`config.mk`:
```
export PLATFORM = sky130hd
export DESIGN_NAME = mem_copy_engine
export DESIGN_NICKNAME = d
export VERILOG_FILES = /design/src/rtl/mem_pkg.sv /design/src/rtl/mem_addr_ptr.sv /design/src/rtl/mem_copy_engine.sv
export SDC_FILE = /design/constraint.sdc
export NUM_CORES = 1
export LEC_CHECK = 0
export ABC_AREA = 1
export CORE_ASPECT_RATIO = 1.1
export CORE_MARGIN = 4
export CORE_UTILIZATION = 50
export CTS_CLUSTER_SIZE = 16
export DETAILED_ROUTE_END_ITERATION = 10
export GPL_TIMING_DRIVEN = 0
export PLACE_DENSITY = 0.86
export SLEW_MARGIN = 20
export SYNTH_ARGS = -nofsm -noshare
export SYNTH_HDL_FRONTEND = slang
export SYNTH_SLANG_ARGS = --single-unit
```
`constraint.sdc`:
```
create_clock -name CLK -period 2.9 [get_ports CLK]
set_clock_uncertainty 0.15 [all_clocks]
set_input_delay 0.58 -clock CLK [delete_from_list [all_inputs] [get_ports CLK]]
set_output_delay 0.58 -clock CLK [all_outputs]
set_load 0.02 [all_outputs]
```
`src/rtl/mem_pkg.sv`:
```
// Shared constants, state encoding and pointer arithmetic for the memory copy/fill engine.
package mem_pkg;

    localparam int MEM_AW    = 16;
    localparam int MEM_DW    = 16;
    localparam int MEM_DEPTH = 64;
    localparam int MEM_LW    = 7;

    typedef logic [1:0] state_t;

    localparam state_t ST_IDLE  = 2'd0;
    localparam state_t ST_READ  = 2'd1;
    localparam state_t ST_WRITE = 2'd2;
    localparam state_t ST_DONE  = 2'd3;

    function automatic int unsigned wrap_inc(input int unsigned p, input int unsigned depth);
        return (p + 1 >= depth) ? 0 : p + 1;
    endfunction

endpackage

```
`src/rtl/mem_addr_ptr.sv`:
```
// Loadable word pointer that wraps from DEPTH-1 back to 0; load has priority over inc.
module mem_addr_ptr
    import mem_pkg::*;
#(
    parameter int DEPTH = MEM_DEPTH,
    parameter int PW    = $clog2(MEM_DEPTH)
) (
    input  logic          CLK,
    input  logic          RST_N,
    input  logic          load,
    input  logic [PW-1:0] load_val,
    input  logic          inc,
    output logic [PW-1:0] value
);

    always_ff @(posedge CLK or negedge RST_N) begin
        if (!RST_N) begin
            value <= '0;
        end else if (load) begin
            value <= load_val;
        end else if (inc) begin
            value <= PW'(wrap_inc(32'(value), DEPTH));
        end
    end

endmodule

```
`src/rtl/mem_copy_engine.sv`:
```
// Block copy / block fill initiator for the shared data-memory port.
// States: IDLE wait for start | READ fetch source word | WRITE store word | DONE one-cycle completion.
module mem_copy_engine
    import mem_pkg::*;
#(
    parameter int AW    = MEM_AW,
    parameter int DW    = MEM_DW,
    parameter int DEPTH = MEM_DEPTH,
    parameter int LW    = MEM_LW
) (
    input  logic          CLK,
    input  logic          RST_N,
    input  logic          start,
    input  logic          fill,
    input  logic [AW-1:0] src_addr,
    input  logic [AW-1:0] dst_addr,
    input  logic [LW-1:0] len,
    input  logic [DW-1:0] fill_val,
    input  logic          abort,
    output logic          busy,
    output logic          done,
    output logic          aborted,
    output logic [LW-1:0] count,
    output logic [AW-1:0] mem_A,
    output logic [DW-1:0] mem_WD,
    output logic          mem_WE,
    input  logic [DW-1:0] mem_RD
);

    localparam int PW = $clog2(DEPTH);
    localparam logic [AW-1:0] DEPTH_A = AW'(DEPTH);
    localparam logic [LW-1:0] DEPTH_L = LW'(DEPTH);

    state_t        state;
    logic          fill_q;
    logic [DW-1:0] fill_val_q;
    logic [LW-1:0] len_q;
    logic [DW-1:0] rd_buf;
    logic [DW-1:0] wd_hold;
    logic [LW-1:0] count_q;
    logic          aborted_q;

    logic          accept;
    logic [LW-1:0] len_sat;
    logic [LW-1:0] count_nx;
    logic [DW-1:0] wd_cur;
    logic [PW-1:0] src_ptr;
    logic [PW-1:0] dst_ptr;
    logic [PW-1:0] src_load_val;
    logic [PW-1:0] dst_load_val;

    assign accept       = (state == ST_IDLE) && start;
    assign len_sat      = (len > DEPTH_L) ? DEPTH_L : len;
    assign count_nx     = count_q + LW'(1);
    assign wd_cur       = fill_q ? fill_val_q : rd_buf;
    assign src_load_val = PW'(src_addr % DEPTH_A);
    assign dst_load_val = PW'(dst_addr % DEPTH_A);

    mem_addr_ptr #(.DEPTH(DEPTH), .PW(PW)) u_src_ptr (
        .CLK      (CLK),
        .RST_N    (RST_N),
        .load     (accept),
        .load_val (src_load_val),
        .inc      ((state == ST_READ) && !abort),
        .value    (src_ptr)
    );

    mem_addr_ptr #(.DEPTH(DEPTH), .PW(PW)) u_dst_ptr (
        .CLK      (CLK),
        .RST_N    (RST_N),
        .load     (accept),
        .load_val (dst_load_val),
        .inc      (state == ST_WRITE),
        .value    (dst_ptr)
    );

    always_ff @(posedge CLK or negedge RST_N) begin
        if (!RST_N) begin
            state      <= ST_IDLE;
            fill_q     <= 1'b0;
            fill_val_q <= '0;
            len_q      <= '0;
            rd_buf     <= '0;
            wd_hold    <= '0;
            count_q    <= '0;
            aborted_q  <= 1'b0;
        end else begin
            aborted_q <= 1'b0;
            case (state)
                ST_IDLE: begin
                    if (start) begin
                        fill_q     <= fill;
                        fill_val_q <= fill_val;
                        len_q      <= len_sat;
                        count_q    <= '0;
                        if (len_sat == '0)
                            state <= ST_DONE;
                        else
                            state <= fill ? ST_WRITE : ST_READ;
                    end
                end
                ST_READ: begin
                    // an aborted read is simply dropped; nothing was committed
                    if (abort) begin
                        state     <= ST_IDLE;
                        aborted_q <= 1'b1;
                    end else begin
                        rd_buf <= mem_RD;
                        state  <= ST_WRITE;
                    end
                end
                ST_WRITE: begin
                    // the falling-edge write already happened, so it is always counted
                    count_q <= count_nx;
                    wd_hold <= wd_cur;
                    if (abort) begin
                        state     <= ST_IDLE;
                        aborted_q <= 1'b1;
                    end else if (count_nx == len_q) begin
                        state <= ST_DONE;
                    end else begin
                        state <= fill_q ? ST_WRITE : ST_READ;
                    end
                end
                default: begin
                    state <= ST_IDLE;
                end
            endcase
        end
    end

    assign busy    = (state != ST_IDLE);
    assign done    = (state == ST_DONE);
    assign aborted = aborted_q;
    assign count   = count_q;
    assign mem_WE  = (state == ST_WRITE);
    assign mem_A   = AW'((state == ST_READ) ? src_ptr : dst_ptr);
    assign mem_WD  = (state == ST_WRITE) ? wd_cur : wd_hold;

endmodule

```
# ---- Word-level counts from Yosys, hierarchy flattened
# Cells that the tools add are included.
dict set report word_totals {
  inputBits 76
  out_inout_bits 43
  regBits 78
  word_cells 57
}
dict set report classes {
  mux 22
  eq_ne 5
  bitwise 1
  magnitude_cmp 3
  addsub 3
  n_reduce_logical 13
}
# cell count
set ops {}
lappend ops {{6-bit two-way mux} 7}
lappend ops {{16-bit two-way mux} 2}
lappend ops {{6-bit by 1-bit adder with 7-bit output, second input constant} 2}
lappend ops {{7-bit greater-or-equal comparator, second input constant} 2}
lappend ops {{2-bit two-way mux} 7}
lappend ops {{7-bit two-way mux} 2}
lappend ops {{7-bit one-hot mux with 2 select lines} 1}
lappend ops {{2-bit nonzero test} 4}
lappend ops {{7-bit by 1-bit adder with 7-bit output, second input constant} 1}
lappend ops {{7-bit equality test} 1}
lappend ops {{7-bit greater-than comparator, second input constant} 1}
lappend ops {{7-bit zero test} 1}
lappend ops {{2-bit one-hot mux with 3 select lines} 1}
lappend ops {{2-bit AND reduction} 3}
lappend ops {{2-bit equality test, second input constant} 2}
lappend ops {{2-bit by 1-bit equality test with 1-bit output, second input constant} 1}
lappend ops {{1-bit logical AND} 2}
lappend ops {{2-bit zero test} 1}
lappend ops {{1-bit two-way mux} 2}
lappend ops {{2-bit inequality test, second input constant} 1}
lappend ops {{2-bit OR reduction} 1}
lappend ops {{1-bit zero test} 1}
lappend ops {{1-bit NOT} 1}

# ---- Longest topological paths before layout
dict set report depth {
  word_depth 6
  mapped_depth 15
  mapped_depth_nobuf 14
}

# ---- Cells and area by module
# From an unflattened synthesis, not the netlist that was laid out.
dict set report unflattened {
  cells_unflattened 500
  area_unflattened_um2 3891.2
}
# module n_inst seq_area_each_um2 cells_per_inst area_per_inst_um2
set by_module_without_submodules {}
lappend by_module_without_submodules {mem_copy_engine 1 1651.6 400 3100.5}
lappend by_module_without_submodules {mem_addr_ptr 2 150.1 50 395.4}

# ---- Worst setup path before layout
# OpenSTA, ideal clock, no wires.
dict set report synth_path {
  path_kind {register to output}
  startpoint {register state[0]}
  endpoint {output port mem_WD[10]}
  path_slack_ps 443
  path_stages_with_launch 9
  required_time_ps 2170
  t_arrival_ps 1727
  path_buffers 3
  path_cell_list {dfrtp_1 > inv_1 > ha_1 > buf_2 > inv_2 > clkbuf_1 > buf_2 > nand2_1 > o21ai_1}
}
dict set report synth_via {
  elab_chain_cells 2
}
# item line_no
set synth_lines {}
lappend synth_lines {{start, declared} mem_copy_engine.sv:34} ;# state_t state;
lappend synth_lines {{start signal, assigned} mem_copy_engine.sv:99} ;# state <= fill ? ST_WRITE : ST_READ;
lappend synth_lines {{start signal, assigned} mem_copy_engine.sv:122} ;# state <= fill_q ? ST_WRITE : ST_READ;
lappend synth_lines {{2-bit equality test} --}
lappend synth_lines {{via mem_WE} mem_copy_engine.sv:26} ;# output logic mem_WE,
lappend synth_lines {{16-bit two-way mux} mem_copy_engine.sv:138} ;# assign mem_WD = (state == ST_WRITE) ? wd_cur : wd_hold;
lappend synth_lines {{end, declared} mem_copy_engine.sv:25} ;# output logic [DW-1:0] mem_WD,
# The timed path passes the listed nets, and every way through them passes these cells.

# ---- Worst setup path after layout
dict set report layout_path {
  startpoint {register state[0]}
  endpoint {output port mem_WD[13]}
}
dict set report layout_via {
  elab_chain_cells 2
}
# item line_no
set layout_lines {}
lappend layout_lines {{2-bit equality test} mem_copy_engine.sv:138}
lappend layout_lines {{16-bit two-way mux} mem_copy_engine.sv:138}
# No other way between the ends.

==> qor.yml <==
worst_setup_path:
  rr_endpoint: "fill_val_q[10]"
  path_max_fanout: 10
  start_kind: "flip-flop"
  critPathMaxStageDelay_ps: 430
  path_cells: "inv_1, ha_1, buf_4, clkbuf_4, o21ai_0, o21ai_1, buf_2"
  rr_startpoint: "state[0]"
  cp-end-kind: "output pin"
  critPathArrivalTime_ps: 2020
  path_class: "flip-flop to output pin"
  required_ps: 2170
  endpoint: "mem_WD[13]"
  r2r_cells: 7
  reg2reg_slack_ps: 740
  slowest_stage: "dfrtp_1"
  crit_start: "state[0]"
power:
  p_per_area_mw_per_mm2: 1020
  p_leak_nw: 2.53
  swShare_pct: 43.1
  power.internal_mw: 2.92
  p_switching_mw: 2.21
  p_clk_share_pct: 15.5
  combPwrFrac_pct: 48.2
  vdd_drop_max_mv: 0.593
  power.total_mw: 5.13
  seqPwrFrac_pct: 36.3
layout:
  area_delta_synth_final_pct: 31.5
  n_antenna_cell: 0
  nNetsFinal: 677
  design_area_mm2: 0.00501
  stdcell_count: 685
  final_util_pct: 67.5
  drive_above_1_share_pct: 10.0
  fill_cells: 604
logic_synthesis:
  synth.most_common_cell: "nand2_1"
  synth_top_area_cell: "dfrtp_1"
  synthTopCellsByArea: "dfrtp_1, nand2_1, o21ai_0, nor2_1, nand3_1"
  synthArstFlopShare_pct: 100
  ys_warn_count: 0
  synth_top_area_share_pct: 51.2
  syn_area_per_cell_um2: 7.86
  syn_area_mm2: 0.00381
  synthTopCellsByCount: "nand2_1, dfrtp_1, nor2_1"
  synth_ff_type: "dfrtp_1"
  ys_ff_latch: 78
  syn_inst: 485
  yosysUniqueCellTypes: 29
  ys_seq_area_share_pct: 51.2
  synth_edf_count: 0
clocking:
  cts_buffer_depth: 2
  cts_tree: "built"
  cts.sinks: 78
  htree_num_levels: 3
  clockRootBuffer: "clkbuf_8"
  path_clk_slew_ps: 80
  cts_buffers: 9
  hold_buffers: 0
  insertion_delay_ps: 350
placement:
  placed_cell_area_mm2: 0.00486
  portBuffers: 88
  post-dp-hpwl_um: 7290
  dp.cells: 670
  gp_congestion: 0.873
  place_ws_ps: -409
routing:
  ant_nets: 0
  vias: 3517
  drt-total-wl_um: 9660
  routed_via_density: 5.13
  wl_per_cell_um: 14.1
  detail_route.first_pass.iterations: 5
  drc: 0
  drt_iter0_markers: 174
floorplan:
  dieWidth_um: 91.2
  io_pins: 119
  dieArea_mm2: 0.00908
  die_h_um: 99.6
  initial_utilization_pct: 51.3
  core_region_area_mm2: 0.00743
  placementRows: 33
worst_hold_path:
  holdCritPathClass: "primary input to async pin"
sta:
  finalHoldViolCount: 0
  maxSlewViolCount: 0
  report.final.setup_viol: 0
  rsz0062_at_grt: "no"
  finalWorstSetupSlack_ps: 146
  fin_crit_sh_pct: 95.0
  worst_pin_slew_ps: 549
  holdWs_ps: 14.7
  post-route-min-period_ps: 2750
  tns_ps: 0
  relSlewSlack_pct: 63.1
  fmax_mhz: 363
global_routing:
  antenna_found_initial: 0
  grt_pass1_wl_um: 15700
  grt_start_max_net_pins: 49
  grt_use_total_pct: 21.6
  gr-total-overflow: 0
  grt_pass1_vias: 3559
outcome:
  outcome: "complete, no violations"
run:
  maxCapViolCount: 0
per-layer routing:
| metal | vias up | GRT usage [%] | share of wire (%) | routed length (um) |
|---|---|---|---|---|
| met2 | 149 | 37.2 | 50 | 4830 |
| met3 | 25 | 5.22 | 7.3 | 705 |
| met4 | 0 | 10.4 | 2.6 | 255 |
| met5 | - | 0 | 0 | 0 |
| li1 | 1737 | - | - | - |
| met1 | 1606 | 25.3 | 40 | 3870 |
state kept, by name (all words and copies together) (netlist names), 2 cells and up:
signal	flops
fill_val_q	16
u_src_ptr.value	6
count	7
rd_buf	16
len_q	7
u_dst_ptr.value	6
wd_hold	16
state	2
cells in the final DEF, fill, tap and decap left out, types with 2 or more instances in the layout:
master	instances
a21oi_1	7
a22oi_1	3
buf_2	9
buf_4	14
clkbuf_1	7
clkbuf_2	8
clkbuf_8	10
clkdlybuf4s50_1	68
clkinv_2	2
conb_1	10
dfrtp_1	78
dlygate4sd2_1	6
dlymetal6s2s_1	3
ha_1	7
inv_1	25
inv_2	6
nand2_1	186
nand3_1	27
nand4_1	3
nor2_1	38
nor2_2	3
nor3_1	2
o21ai_0	28
o21ai_1	21
o22ai_1	5
xnor2_1	3
xor2_1	6
final cells by class:
| type | instances | area (um^2) | area share (%) |
|---|---|---|---|
| sequential | 78 | 1950 | 38.9 |
| multi-input combinational | 355 | 1610 | 32.1 |
| timing repair buffer | 90 | 863 | 17.2 |
| buffer | 28 | 170 | 3.39 |
| clock buffer | 11 | 141 | 2.82 |
| inverter | 32 | 123 | 2.45 |
| tap | 87 | 109 | 2.17 |
| clock inverter | 4 | 47.5 | 0.948 |
cell families after synthesis:
logic type	after synthesis	synth area share, %
AOI/OAI and AO/OA	67	9.42
buffers and inverters	61	7.49
xor gates and xnor gates	9	2.07
DFF	78	51.2
adders and majority gates	7	2.30
and+or+nand+nor	262	27.4
other	1	0.0984
repair_timing:
action | 4_1_cts | 5_1_grt
resized for setup | 27 | 21
pin swaps | 0 | 2
endpoints found under the setup margin | 16 | 14
setup buffers | 0 | 1
power groups by stage:
stage	combinational (mW)	clock, mW	sequential [mW]
floorplan	1.59	0	1.82
global placement	2.50	0	1.85
detailed placement	2.58	0	1.87
CTS	2.52	0.808	1.86
global route	2.76	0.843	1.91
finish	2.47	0.796	1.86
how the worst min path moves through the flow:
stage	from	endpoint	slack [ps]
final	RST_N	u_dst_ptr.value[1]	10
after global routing	RST_N	u_dst_ptr.value[1]	30
after CTS	RST_N	fill_val_q[2]	20
after detailed placement	rd_buf[7]	rd_buf[7]	310
after global placement	rd_buf[6]	rd_buf[6]	300
after floorplan	RST_N	aborted	130
critical path, delay by kind of cell, from the launching register on:
family / cells / cell delay [ps]
compound gates: 2 / 340
fa+ha+maj: 1 / 180
buf+inv: 4 / 720
flops: 1 / 430
(Power assumes the default switching activity.)
